==> config.mk <==
export PLATFORM = sky130hd
export DESIGN_NAME = alu_issue_stage
export DESIGN_NICKNAME = d
export VERILOG_FILES = /design/src/rtl/cpu_pkg.sv /design/src/rtl/regfile.sv /design/src/rtl/alu_issue_stage.sv
export SDC_FILE = /design/constraint.sdc
export NUM_CORES = 1
export LEC_CHECK = 0
export CAP_MARGIN = 20
export CORE_AREA = 2 2 167 169
export DETAILED_ROUTE_END_ITERATION = 7
export DIE_AREA = 0 0 169 171
export SYNTH_ARGS = -nofsm -noshare
export SYNTH_HDL_FRONTEND = slang
export SYNTH_SLANG_ARGS = --single-unit
==> constraint.sdc <==
create_clock -name clk -period 6.2 [get_ports clk]
set_input_delay 0.93 -clock clk [delete_from_list [all_inputs] [get_ports clk]]
set_output_delay 0.93 -clock clk [all_outputs]
set_load 0.005 [all_outputs]
==> src/rtl/cpu_pkg.sv <==
// rtl/cpu_pkg.sv - shared widths, alu opcode encodings and flag bit positions
//
// Purpose : common definitions for the alu issue stage and its register file.
// Contents: CPU_BW / CPU_NREG defaults, alu_op_t with the alu opcode encodings,
//           FLAG_* bit indices into the {overflow, negative, zero} flag vector.
package cpu_pkg;

    localparam int CPU_BW   = 16;
    localparam int CPU_NREG = 8;

    typedef logic [2:0] alu_op_t;

    localparam alu_op_t ALU_ADD  = 3'd0;
    localparam alu_op_t ALU_SUB  = 3'd1;
    localparam alu_op_t ALU_AND  = 3'd2;
    localparam alu_op_t ALU_OR   = 3'd3;
    localparam alu_op_t ALU_XOR  = 3'd4;
    localparam alu_op_t ALU_SHL  = 3'd5;
    localparam alu_op_t ALU_SHR  = 3'd6;
    localparam alu_op_t ALU_PASS = 3'd7;

    localparam int FLAG_Z = 0;
    localparam int FLAG_N = 1;
    localparam int FLAG_V = 2;

endpackage

==> src/rtl/regfile.sv <==
// rtl/regfile.sv - NREG x BW register file, r0 hardwired to zero
//
// Purpose : operand storage for the alu issue stage.
// Ports   : clk, rst_n (sync active-low clear of every entry)
//           we/waddr/wdata  - synchronous write port, writes to r0 dropped
//           raddr_a/rdata_a - combinational operand A read
//           raddr_b/rdata_b - combinational operand B read
//           dbg_addr/dbg_data - combinational debug read
// Reads see the pre-edge contents; there is no write-through path.
module regfile #(
    parameter  int BW   = 16,
    parameter  int NREG = 8,
    localparam int AW   = $clog2(NREG)
) (
    input  logic          clk,
    input  logic          rst_n,
    input  logic          we,
    input  logic [AW-1:0] waddr,
    input  logic [BW-1:0] wdata,
    input  logic [AW-1:0] raddr_a,
    output logic [BW-1:0] rdata_a,
    input  logic [AW-1:0] raddr_b,
    output logic [BW-1:0] rdata_b,
    input  logic [AW-1:0] dbg_addr,
    output logic [BW-1:0] dbg_data
);

    logic [BW-1:0] r_mem [NREG];

    always_ff @(posedge clk) begin
        if (!rst_n) begin
            for (int i = 0; i < NREG; i++) begin
                r_mem[i] <= '0;
            end
        end else if (we && (waddr != '0)) begin
            r_mem[waddr] <= wdata;
        end
    end

    assign rdata_a  = (raddr_a  == '0) ? '0 : r_mem[raddr_a];
    assign rdata_b  = (raddr_b  == '0) ? '0 : r_mem[raddr_b];
    assign dbg_data = (dbg_addr == '0) ? '0 : r_mem[dbg_addr];

endmodule

==> src/rtl/alu_issue_stage.sv <==
// rtl/alu_issue_stage.sv - two-stage issue/writeback feeder for a combinational alu
//
// Purpose : accepts one instruction per cycle, reads operands from the register
//           file, presents registered operands/opcode to the external alu and
//           writes the alu result back one edge later, latching alu flags.
// Config  : ALU_ISSUE_BYPASS_EN - forward alu_out into a dependent operand
//           capture instead of stalling one cycle on a RAW hazard.
// Ports   : clk, rst_n (sync active-low)
//           instr_valid/instr_ready, instr_opcode, instr_dst, instr_src_a,
//           instr_src_b, instr_imm_sel, instr_imm - instruction in
//           alu_in_a, alu_in_b, alu_opcode - registered alu drive
//           alu_out, alu_flags {V,N,Z}      - alu response
//           flags_q                          - last written flags
//           wb_valid, wb_addr, wb_data       - writeback report (one cycle late)
//           dbg_addr, dbg_data               - combinational register peek
module alu_issue_stage
    import cpu_pkg::*;
#(
    parameter  int BW   = CPU_BW,
    parameter  int NREG = CPU_NREG,
    localparam int AW   = $clog2(NREG)
) (
    input  logic          clk,
    input  logic          rst_n,
    input  logic          instr_valid,
    output logic          instr_ready,
    input  alu_op_t       instr_opcode,
    input  logic [AW-1:0] instr_dst,
    input  logic [AW-1:0] instr_src_a,
    input  logic [AW-1:0] instr_src_b,
    input  logic          instr_imm_sel,
    input  logic [BW-1:0] instr_imm,
    output logic [BW-1:0] alu_in_a,
    output logic [BW-1:0] alu_in_b,
    output alu_op_t       alu_opcode,
    input  logic [BW-1:0] alu_out,
    input  logic [2:0]    alu_flags,
    output logic [2:0]    flags_q,
    output logic          wb_valid,
    output logic [AW-1:0] wb_addr,
    output logic [BW-1:0] wb_data,
    input  logic [AW-1:0] dbg_addr,
    output logic [BW-1:0] dbg_data
);

    logic          r_ex_valid;
    logic [AW-1:0] r_ex_dst;
    logic [BW-1:0] r_alu_in_a;
    logic [BW-1:0] r_alu_in_b;
    alu_op_t       r_alu_opcode;
    logic [2:0]    r_flags_q;
    logic          r_wb_valid;
    logic [AW-1:0] r_wb_addr;
    logic [BW-1:0] r_wb_data;

    logic [BW-1:0] w_rdata_a;
    logic [BW-1:0] w_rdata_b;
    logic          w_ex_live;
    logic          w_match_a;
    logic          w_match_b;
    logic          w_hazard;
    logic          w_bypass_active;
    logic          w_fwd_a;
    logic          w_fwd_b;
    logic          w_accept;
    logic [BW-1:0] w_opnd_a;
    logic [BW-1:0] w_opnd_b;

    regfile #(
        .BW   (BW),
        .NREG (NREG)
    ) u_regfile (
        .clk      (clk),
        .rst_n    (rst_n),
        .we       (r_ex_valid),
        .waddr    (r_ex_dst),
        .wdata    (alu_out),
        .raddr_a  (instr_src_a),
        .rdata_a  (w_rdata_a),
        .raddr_b  (instr_src_b),
        .rdata_b  (w_rdata_b),
        .dbg_addr (dbg_addr),
        .dbg_data (dbg_data)
    );

    // An instruction in EX that will actually update a register. r0 results
    // are dropped, so a pending r0 write never creates a dependency.
    assign w_ex_live = r_ex_valid && (r_ex_dst != '0);
    assign w_match_a = w_ex_live && (instr_src_a == r_ex_dst);
    // Operand B only depends on the register file when the immediate is not used.
    assign w_match_b = w_ex_live && !instr_imm_sel && (instr_src_b == r_ex_dst);
    assign w_hazard  = w_match_a || w_match_b;

`ifdef ALU_ISSUE_BYPASS_EN
    // The result being written this edge is on alu_out right now; steer it
    // straight into the capture so the dependent op issues without a bubble.
    assign w_bypass_active = w_hazard;
    assign w_fwd_a         = w_match_a;
    assign w_fwd_b         = w_match_b;
`else
    // No forwarding: hold the dependent op one cycle, after which the
    // register file already holds the result.
    assign w_bypass_active = 1'b0;
    assign w_fwd_a         = 1'b0;
    assign w_fwd_b         = 1'b0;
`endif

    assign instr_ready = rst_n && !(w_hazard && !w_bypass_active);
    assign w_accept    = instr_valid && instr_ready;

    assign w_opnd_a = w_fwd_a       ? alu_out   : w_rdata_a;
    assign w_opnd_b = instr_imm_sel ? instr_imm :
                      w_fwd_b       ? alu_out   : w_rdata_b;

    // ISSUE: capture operands/opcode on accept, otherwise hold them.
    always_ff @(posedge clk) begin
        if (!rst_n) begin
            r_ex_valid   <= 1'b0;
            r_ex_dst     <= '0;
            r_alu_in_a   <= '0;
            r_alu_in_b   <= '0;
            r_alu_opcode <= ALU_ADD;
        end else if (w_accept) begin
            r_ex_valid   <= 1'b1;
            r_ex_dst     <= instr_dst;
            r_alu_in_a   <= w_opnd_a;
            r_alu_in_b   <= w_opnd_b;
            r_alu_opcode <= instr_opcode;
        end else begin
            r_ex_valid   <= 1'b0;
        end
    end

    // EX/WB: the register write itself happens inside the regfile on the same
    // edge; here flags are latched (even for r0) and the writeback is reported.
    always_ff @(posedge clk) begin
        if (!rst_n) begin
            r_flags_q  <= '0;
            r_wb_valid <= 1'b0;
            r_wb_addr  <= '0;
            r_wb_data  <= '0;
        end else if (r_ex_valid) begin
            r_flags_q  <= alu_flags;
            r_wb_valid <= 1'b1;
            r_wb_addr  <= r_ex_dst;
            r_wb_data  <= alu_out;
        end else begin
            r_wb_valid <= 1'b0;
        end
    end

    assign alu_in_a   = r_alu_in_a;
    assign alu_in_b   = r_alu_in_b;
    assign alu_opcode = r_alu_opcode;
    assign flags_q    = r_flags_q;
    assign wb_valid   = r_wb_valid;
    assign wb_addr    = r_wb_addr;
    assign wb_data    = r_wb_data;

endmodule

; Word level (Yosys, flattened, before mapping)
; Memories as Yosys holds them, arrays and structs flattened.
; Cells that the tools add are included.
[word_totals]
input_bits = 54
regBits = 62
ram_bits = 128
mem_count = 1
output_inout_bits = 75
[op_classes]
reduce_logical = 14
eq_ne = 2
n_mux = 13
[memory_table]
columns = memory, depth, word_bits, read_ports, rd_clocked_by_memory_dff, wr, line
row1 = u_regfile.r_mem, 8, 16, 3, 0, 8, regfile.sv:28  ; logic [BW-1:0] r_mem [NREG];
[ops]
columns = operator, count
row1 = two-way mux 16 bit, 5
row2 = OR reduction 16 bit, 1
row3 = logical NOT 3 bit, 3
row4 = two-way mux 1 bit, 7
row5 = == test 3 bit, 2
row6 = logical AND 1 bit, 6
row7 = two-way mux 3 bit, 1
row8 = nonzero test 3 bit, 1
row9 = logical NOT 1 bit, 2
row10 = logical OR 1 bit, 1

; Depth between registers and ports, before layout
; Gate-level depths: netlist (run 1).
[depth]
depth_word = 9
depth_mapped = 8
depth_no_buf = 5

; Cells and area by module
; Synthesis (run 1) repeated with hierarchy kept, for this count alone.
[unflattened]
hier_cells = 1013
hier_area_um2 = 11233.3
[modules_own_cells]
columns = mod, n_inst, cells_per_inst, seq_area_each_um2, area_each_um2
row1 = regfile, 1, 569, 3363.2, 7662.3
row2 = alu_issue_stage, 1, 444, 1241.2, 3570.9

; Worst setup path before layout (run 1)
; No wires, ideal clock.
[synth_timing]
path_type = input -> output
from = in dbg_addr[1]
to = out dbg_data[13]
t_required_ns = 5.270
path_stages = 5
arrival_time_ns = 2.169
slack_ns = 3.101
path_cell_list = clkbuf_1 -> clkbuf_1 -> mux2_2 -> a221oi_1 -> a21oi_1
[synth_between]
elab_chain_len = 2
elab_cells_between_ends = 3
[synth_rtl]
columns = element, line
row1 = "start, declared", alu_issue_stage.sv:42  ; input logic [AW-1:0] dbg_addr,
row2 = memory (8 x 16 bit) / logical NOT 3 bit (equally long branches), --
row3 = two-way mux 16 bit *, regfile.sv:42  ; assign dbg_data = (dbg_addr == '0) ? '0 : r_mem[dbg_addr];
row4 = "end, declared", alu_issue_stage.sv:43  ; output logic [BW-1:0] dbg_data
; Mark *: on every way between the ends. The rest lies on a longest branch, timed or not.

; Worst setup path in the final report (run 1)
[layout_timing]
from = in dbg_addr[1]
to = out dbg_data[5]
; Same word-level chain as after synthesis.

==> results of run 1 <==
==> per-layer routing <==
metal  global-route usage  vias up
met5                    0        -
met4               0.0699        0
met3               0.0335       35
met2                0.287      274
met1                0.281     3352
li1                     -     3188
==> tightest hold or removal path: cells and delay by family (launching register included) <==
family,cells,cell delay [ps]
AOI/OAI and AO/OA,1,50
and+or+nand+nor,1,50
DFF,1,310
==> sequential cells by signal (all words and copies together) (netlist names) <==
| signal | cells |
|---|---|
| u_regfile.r_mem | 112 |
| alu_in_b | 16 |
| alu_in_a | 16 |
| alu_opcode | 3 |
| r_ex_dst | 3 |
| wb_valid | 1 |
| flags_q | 3 |
| r_ex_valid | 1 |
| wb_data | 16 |
| wb_addr | 3 |
==> per-stage QoR <==
stage / hold slack (ps) / cells / total power [mW] / setup slack (ps) / instance area, um2
detailed placement: 444 / 1234 / 1.75 / 1870 / 10900
global route: 477 / 1267 / 3.02 / 1800 / 11600
CTS: 454 / 1266 / 2.93 / 1870 / 11600
global placement: 438 / 1233 / 1.74 / 1850 / 10900
finish: 448 / 1267 / 2.91 / 1900 / 11600
floorplan: 445 / 809 / 1.56 / 3100 / 9370
==> cells in the mapped netlist (2+ instances only) <==
cell / count / area share
a221oi_1: 29 / 0.027
mux2i_1: 45 / 0.048
buf_6: 4 / 0.0048
buf_4: 2 / 0.0016
o21ai_0: 35 / 0.019
o21ai_1: 6 / 0.0032
buf_2: 14 / 0.0075
nor2b_1: 6 / 0.0040
nor3_1: 5 / 0.0027
nand2b_1: 13 / 0.0087
mux2_2: 57 / 0.068
nand4_1: 16 / 0.011
edfxtp_1: 112 / 0.36
mux4_2: 43 / 0.10
nand2_1: 65 / 0.026
and2_1: 115 / 0.077
a21oi_1: 26 / 0.014
nand3_1: 5 / 0.0027
a22oi_1: 22 / 0.018
o211ai_1: 11 / 0.0088
nor2_1: 27 / 0.011
inv_1: 26 / 0.010
dfxtp_1: 62 / 0.13
clkbuf_1: 38 / 0.015
xor2_1: 6 / 0.0056
buf_1: 10 / 0.0040
==> final cells by class <==
cell class                      instances  area share
Clock buffer                           20      0.0414
Clock inverter                         12      0.0145
Inverter                               26     0.00842
Multi-Input combinational cell        540       0.377
Sequential cell                       174       0.397
Tap cell                              346      0.0374
Timing Repair Buffer                  149       0.124
==> cells by family (layout without fill, tap and decap cells) <==
logic type                after synthesis  count (layout)  share of synthesized area
AOI/OAI and AO/OA                     134             134                     0.0942
xor gates and xnor gates                6               6                    0.00561
buffers and inverters                  95             207                     0.0441
DFF                                   174             174                      0.491
muxes                                 145             145                      0.220
and+or+nand+nor                       255             255                      0.145
==> how the worst max path moves through the flow <==
stage / depth (start not counted) / slack, ps / end
after CTS: 6 / 1870 / dbg_data[5]
after detailed placement: 6 / 1870 / dbg_data[5]
final: 6 / 1900 / dbg_data[5]
after global routing: 6 / 1800 / dbg_data[5]
after floorplan: 5 / 3100 / dbg_data[13]
after global placement: 6 / 1850 / dbg_data[5]
==> placed cells by master, fill, tap and decap left out, types with 3 or more instances in the layout <==
cell / n
buf_4: 19
bufinv_16: 3
edfxtp_1: 112
clkdlybuf4s50_1: 124
xor2_1: 6
nor3_1: 4
clkinv_4: 3
nor2b_1: 6
mux2i_1: 45
o21ai_1: 8
nand4_1: 16
nand3_1: 5
o211ai_1: 11
a21oi_1: 26
and2_1: 115
buf_2: 4
nand2_1: 65
a221oi_1: 29
inv_1: 26
nand2b_1: 13
o21ai_0: 32
mux2_2: 57
nor2_1: 27
a22oi_1: 22
mux4_2: 43
inv_6: 4
clkbuf_16: 19
dfxtp_1: 62
==> power groups by stage <==
stage / logic, mW / clock network [mW] / registers, mW
after floorplan: 0.222 / 0 / 1.34
after global placement: 0.387 / 0 / 1.36
after detailed placement: 0.390 / 0 / 1.36
after CTS: 0.392 / 1.21 / 1.33
after global routing: 0.423 / 1.26 / 1.34
final: 0.391 / 1.18 / 1.33
==> impl_metrics.ini, run 1 <==
[run_status]
status = finished, final reports clean

[pwr]
internal_power_mw = 2.18
pwr-share-clk = 0.406
power.net_switching_uw = 729
power_density_mw_per_mm2 = 251
seqPwrFrac = 0.459
leakage_nw = 4.24
switching_share = 0.251
irDropWorstVdd_uv = 124
p_comb_frac = 0.135

[timing]
fin_skew_ps = 12.0
rsz0062_at_grt = no
fmax_ghz = 0.233
fin_crit_sh = 0.694
finalSetupTns_ps = 0
slew_viol_final = 0
hold_violations = 0
worst-slew-pin-transition_ps = 1060
slew-limit-headroom = 0.296
setup_violations = 0
post-route-min-period_ps = 4300

[drt]
met3_length_um = 1730
met2WireLength_um = 12000
vias_per_cell = 5.41
drt_iter0_drc = 641
drc_errors = 0
routedLengthMet1_um = 13000
avgRoutedWirePerCell_um = 21.6
antenna_violating_nets_post_route = 0
wl_um = 27400
topRoutingLayerUsed = met4
first_pass_iters = 5
vias = 6849

[yosys]
synth_fp_nets = 863
syn_area_per_cell_um2 = 11.6
async_reset_ff_frac = 0
synth_seq_area_share = 0.491
netlist_area_mm2 = 0.00937
synth_cells = 809
synth_warnings = 0
synth_seq_cells = 174
synth_edf_count = 112
yosys.cell_types.count = 35
synth_ff_type = edfxtp_1

[setup_path]
critPathBufInv = 3
crit_path_max_incr_delay_ps = 730
crit_path_frequent_cell = clkdlybuf4s50_1
arrival_ps = 3370
critPathTopFamily = buffers and inverters
ff2ff_path_depth = 7
cp.required_ps = 5270
timing.rr.end = u_regfile.r_mem[1][3]$_SDFFCE_PN0P_
path_max_fanout = 8
endpoint_kind = primary output
critPathLaunchType = primary input
worstSetupStartpoint = dbg_addr[1]
reg2reg_slack_ps = 3380
path_class = in2out
crit_chain = clkdlybuf4s50_1, nor2b_1, buf_4, a221oi_1, a21oi_1, clkdlybuf4s50_1
rr_startpoint = r_ex_valid$_SDFF_PN0_
slowest_stage = nor2b_1

[cells_and_area]
regArea_mm2 = 0.00460
multiInputGateArea_mm2 = 0.00436
syn2layout_area_growth_pct = 23.6
post-route-util = 0.424
fill_cells = 2578
final_layout_size_suffix_gt1_frac = 0.176
nets = 962
diodes = 0

[global_route]
grt_util_all_layers = 0.193
overflow = 0
grt_pass1_wl_um = 41700
grt_max_degree = 57
antenna_found_initial = 0
grt_pass1_vias = 6669

[die]
num_rows = 61
boundaryPins = 129
core_mm2 = 0.0273
die_y_um = 171
start_util = 0.343
dieArea_mm2 = 0.0289
die_w_um = 169

[placement]
io_buffers = 128
place_hpwl_um = 19700
finalWeightedCongestion = 0.921

[cts]
clkLatencyLatePin_ps = 440
ctsResizeCount = 0
root_buffer = clkbuf_16
cts_num_sinks = 174
cts_buffer_depth = 2
h-tree-depth = 4
cts_tree = yes
post_cts_buffers = 0
path_clk_slew_ps = 70
cts_hold_buf = 0
cts-buffers-inserted = 17

[hold_path]
holdCritStartpoint = alu_in_a[1]$_SDFFE_PN0P_
hold_end = alu_in_a[1]$_SDFFE_PN0P_
hold_path_depth = 2
hold_path_class = reg2reg

[flow_run]
drv_cap = 0
Power figures use the tool's default switching activity.
==> run 2, diff against run 1 <==
==> constraint.sdc (replaced) <==
create_clock -name clk -period 4.35 [get_ports clk]
set_input_delay 0.6525 -clock clk [delete_from_list [all_inputs] [get_ports clk]]
set_output_delay 0.6525 -clock clk [all_outputs]
set_load 0.005 [all_outputs]
==> run 2 against run 1 <==
Effect of this change:
- first-iteration DRC count up 11%
- sequential cell count is the same
- cell count grew 0.39%
- clock power is 26% higher
- worst setup slack got worse by 1100 ps
- critical path type unchanged
- largest power group unchanged
==> impl_metrics.ini, run 2 (same netlist as run 1, synthesis figures left out) <==
[setup_path]
slowest_stage = clkdlybuf4s50_1
critical_path.endpoint = dbg_data[5]
critPathLaunchType = primary input
critPathTopFamily = buffers and inverters
worstSetupStartpoint = dbg_addr[1]
crit_chain = clkdlybuf4s50_1, buf_12, mux2_2, a221oi_1, a21oi_1, clkdlybuf4s50_1
rr_startpoint = r_ex_dst[0]$_SDFFE_PN0P_
timing.rr.end = alu_in_a[10]$_SDFFE_PN0P_
critPathBufInv = 3
crit_path_frequent_cell = clkdlybuf4s50_1
cp_num_cells = 6
arrival_ps = 2870
path_max_fanout = 16
crit_path_max_incr_delay_ps = 770
ff2ff_path_depth = 5
reg2reg_slack_ps = 1890
path_class = in2out
cp.required_ps = 3700
endpoint_kind = primary output

[die]
core_mm2 = 0.0273
die_y_um = 171
boundaryPins = 129
start_util = 0.343
die_w_um = 169
num_rows = 61
dieArea_mm2 = 0.0289

[timing]
post-route-min-period_ps = 3530
fin_skew_ps = 11.6
worst-slew-pin-transition_ps = 986
slew_viol_final = 0
rsz0062_at_grt = no
fmax_ghz = 0.284
slew-limit-headroom = 0.343
hold_violations = 0
setup_violations = 0
finalSetupTns_ps = 0
fin_crit_sh = 0.811

[placement]
io_buffers = 128
place_hpwl_um = 19500
dp_cells = 1240
finalWeightedCongestion = 0.924

[run_status]
status = finished, final reports clean

[cts]
cts-buffers-inserted = 17
path_clk_slew_ps = 70
root_buffer = clkbuf_16
cts_buffer_depth = 2
cts_num_sinks = 174
post_cts_buffers = 0
ctsResizeCount = 0
h-tree-depth = 4
clkLatencyLatePin_ps = 430
cts_tree = yes
cts_hold_buf = 0

[pwr]
irDropWorstVdd_uv = 229
power_density_mw_per_mm2 = 342
leakage_nw = 4.22

[cells_and_area]
mostFrequentLayoutCell = clkdlybuf4s50_1
diodes = 0
fin_cells = 1272
nets = 967
largest_reg_flops = 112
final_layout_size_suffix_gt1_frac = 0.179
syn2layout_area_growth_pct = 23.0
layout_common_cells = clkdlybuf4s50_1, and2_1, edfxtp_1, nand2_1, dfxtp_1
regMostFlops = u_regfile.r_mem

[global_route]
overflow = 0
grt_pass1_wl_um = 41700
grt_pass1_vias = 6597
grt_util_all_layers = 0.191
antenna_found_initial = 0
grt_max_degree = 76

[flow_run]
drv_cap = 0

[drt]
first_pass_iters = 5
vias_per_cell = 5.29
antenna_violating_nets_post_route = 0
drc_errors = 0
drt_iter0_drc = 714
vias = 6734
avgRoutedWirePerCell_um = 21.2
wl_um = 26900

[hold_path]
hold_path_class = reg2reg
==> run 2: changes by cell type in the layout (fill, tap and decap cells not counted), sizes merged <==
cell      previous run  this run
buf                 25        30
bufinv               3         0
clkbuf              20        17
clkinv               4         5
clkinvlp             0         1
inv                 31        35
==> run 2: worst min-delay path by stage <==
stage | startpoint | end | slack [ps] | cells past startpoint
floorplan | alu_in_a[1]$_SDFFE_PN0P_ | alu_in_a[1]$_SDFFE_PN0P_ | 440 | 2
global placement | alu_in_a[4]$_SDFFE_PN0P_ | alu_in_a[4]$_SDFFE_PN0P_ | 440 | 2
detailed placement | alu_in_a[5]$_SDFFE_PN0P_ | alu_in_a[5]$_SDFFE_PN0P_ | 440 | 2
CTS | alu_in_a[5]$_SDFFE_PN0P_ | alu_in_a[5]$_SDFFE_PN0P_ | 450 | 2
global route | alu_opcode[2]$_SDFFE_PN0P_ | alu_opcode[2]$_SDFFE_PN0P_ | 470 | 2
finish | alu_in_a[5]$_SDFFE_PN0P_ | alu_in_a[5]$_SDFFE_PN0P_ | 450 | 2
==> run 2: per-stage QoR <==
step           hold slack [ps]  instance area, um2  power [mW]  setup slack, ps   util
3_3_place_gp               439               11000        2.49              805  0.401
2_1_floorplan              445                9370        2.22             1810      -
4_1_cts                    452               11500        3.98              803  0.422
3_5_place_dp               441               11000        2.49              792  0.401
6_report                   448               11500        3.95              824  0.422
5_1_grt                    466               11500        4.11              749  0.422
==> run 2: cell type report <==
cell class,count,area (um2)
Clock inverter,15,148
Clock buffer,17,425
Sequential cell,174,4600
Inverter,26,97.6
Multi-Input combinational cell,540,4360
Fill cell,2551,15800
Tap cell,346,433
Timing Repair Buffer,154,1470
==> run 2: worst reg2reg max path: stages (launching register included) <==
cell	delay, ps
dfxtp_1	650
xor2_1	200
nor3_1	90
o21ai_4	340
and2_1	790
o21ai_0	220
==> run 2: per-layer routing <==
layer,vias up,global-route usage,wire [um]
li1,3183,-,-
met5,-,0,0
met1,3245,0.281,12900
met2,272,0.279,11600
met3,34,0.0449,1860
met4,0,0.0561,544
==> run 2: power breakdown <==
part | switching [mW] | internal, mW | total, mW
clock | 0.727 | 0.764 | 1.49
sequential | 0.0697 | 1.83 | 1.90
combinational | 0.269 | 0.288 | 0.556
total | 1.07 | 2.88 | 3.95
==> run 3, diff against run 2 <==
==> constraint.sdc (replaced) <==
create_clock -name clk -period 3.2 [get_ports clk]
set_input_delay 0.48 -clock clk [delete_from_list [all_inputs] [get_ports clk]]
set_output_delay 0.48 -clock clk [all_outputs]
set_load 0.005 [all_outputs]
==> run 3 against run 2 <==
Effect of this change:
- worst setup slack lost 720 ps
- combinational power grew 39%
- critical path type unchanged
- cell count grew 0.55%
- wire length grew 4.1%
- highest routed layer unchanged
- global-route usage grew 0.84 points
- sequential power grew 36%
- register-to-register slack lost 1200 ps
- critical endpoint is now dbg_data[6]
- sequential cell count is the same
- critical path depth grew 1
- utilization grew 0.49 points
- worst hold slack gained 4.2 ps
- largest power group unchanged
==> impl_metrics.ini, run 3 (same netlist as run 1, synthesis figures left out) <==
[cells_and_area]
nets = 974
largest_reg_flops = 112
mostFrequentLayoutCell = clkdlybuf4s50_1
regMostFlops = u_regfile.r_mem
syn2layout_area_growth_pct = 24.5
final_layout_size_suffix_gt1_frac = 0.186
fill_cells = 2583
post-route-util = 0.427
diodes = 0
layout_common_cells = clkdlybuf4s50_1, and2_1, edfxtp_1, nand2_1, dfxtp_1

[timing]
slew-limit-headroom = 0.377
fin_crit_sh = 0.967
fin_skew_ps = 15.7
post-route-min-period_ps = 3090
hold_violations = 0
rsz0062_at_grt = no
worst-slew-pin-transition_ps = 933
timing.hold.ws_ps = 452
fmax_ghz = 0.323
slew_viol_final = 0
setup_violations = 0

[hold_path]
hold_path_class = reg2reg

[global_route]
grt_max_degree = 73
grt-busiest-layer = met2
overflow = 0
antenna_found_initial = 0
use_met2 = 0.304
grtUsageMet3 = 0.0458
grt_util_all_layers = 0.199
grt_pass1_vias = 6813
use_met1 = 0.284
grt_pass1_wl_um = 42700

[cts]
h-tree-depth = 4
cts_buffer_depth = 2
cts-buffers-inserted = 17
path_clk_slew_ps = 70
root_buffer = clkbuf_16
cts_tree = yes
cts_hold_buf = 0
clkLatencyLatePin_ps = 430
post_cts_buffers = 0
cts_num_sinks = 174

[drt]
wl_um = 28000
antenna_violating_nets_post_route = 0
drc_errors = 0
drt_iter0_drc = 591
vias_per_cell = 5.38
vias = 6886
avgRoutedWirePerCell_um = 21.9
first_pass_iters = 5

[pwr]
power_density_mw_per_mm2 = 475
finalPower_mw = 5.55
irDropWorstVdd_uv = 328
leakage_nw = 4.28

[die]
dieArea_mm2 = 0.0289
start_util = 0.343
boundaryPins = 129
num_rows = 61
die_y_um = 171
core_mm2 = 0.0273
die_w_um = 169

[setup_path]
path_class = in2out
cp.required_ps = 2720
path_max_fanout = 7
arrival_ps = 2610
endpoint_kind = primary output
critPathLaunchType = primary input

[flow_run]
drv_cap = 0

[placement]
io_buffers = 128
place_hpwl_um = 20400
finalWeightedCongestion = 0.912

[run_status]
status = finished, final reports clean
-- run 3: cell types whose count changed in the layout (fill, tap and decap cells not counted), sizes merged --
cell      change
clkinvlp      +2
clkinv        -2
buf           +7
inv           -2
bufinv        +2
-- run 3: worst paths after layout --
kind                                  from                   endpoint  slack, ps  cells after the start
setup / recovery               dbg_addr[1]                dbg_data[6]        110                      7
hold / removal    alu_in_a[5]$_SDFFE_PN0P_   alu_in_a[5]$_SDFFE_PN0P_        450                      2
setup reg to reg  r_ex_dst[1]$_SDFFE_PN0P_  alu_in_a[11]$_SDFFE_PN0P_        740                      6
hold reg to reg   alu_in_a[5]$_SDFFE_PN0P_   alu_in_a[5]$_SDFFE_PN0P_        450                      2
-- run 3: cell type report --
type | instances | area (um2) | area share
inverters | 26 | 97.6 | 0.00837
flip-flops and latches | 174 | 4600 | 0.395
repair buffers | 161 | 1550 | 0.133
multi-input cells | 540 | 4360 | 0.374
clock buffers | 17 | 425 | 0.0365
clock inverters | 15 | 198 | 0.0169
well taps | 346 | 433 | 0.0371
-- run 3: repair_timing --
item / in CTS / in global routing
resized for setup: 1 / 0
setup endpoints to repair: 1 / 0
hold endpoints to repair: 0 / 0
-- run 3: critical path, stage by stage --
cell and delay (ps):
clkdlybuf4s50_1 540, buf_4 180, nor2b_2 280, buf_4 220, a221oi_1 90, a21oi_1 260, clkdlybuf4s50_1 560
-- run 3: power by group --
part / total (mW) / internal (mW) / switching, mW
registers: 2.58 / 2.49 / 0.0955
clock network: 2.19 / 1.20 / 0.991
logic: 0.774 / 0.400 / 0.374
total: 5.55 / 4.08 / 1.46
-- run 3: metal layers --
layer,wire length (um),share of wire,vias up
li1,-,-,3209
met1,13400,0.48,3371
met2,12400,0.44,275
met3,1750,0.062,31
met4,497,0.018,0
met5,0,0,-
-- run 3: stage by stage --
stage | instances | cell area [um2] | TNS (ps) | setup slack (ps)
2_1_floorplan | 809 | 9370 | 0 | 832
4_1_cts | 1279 | 11700 | 0 | 117
3_5_place_dp | 1247 | 11000 | 0 | 0.829
3_3_place_gp | 1245 | 11000 | -7.14 | -7.14
5_1_grt | 1279 | 11700 | 0 | 62.7
6_report | 1279 | 11700 | 0 | 107
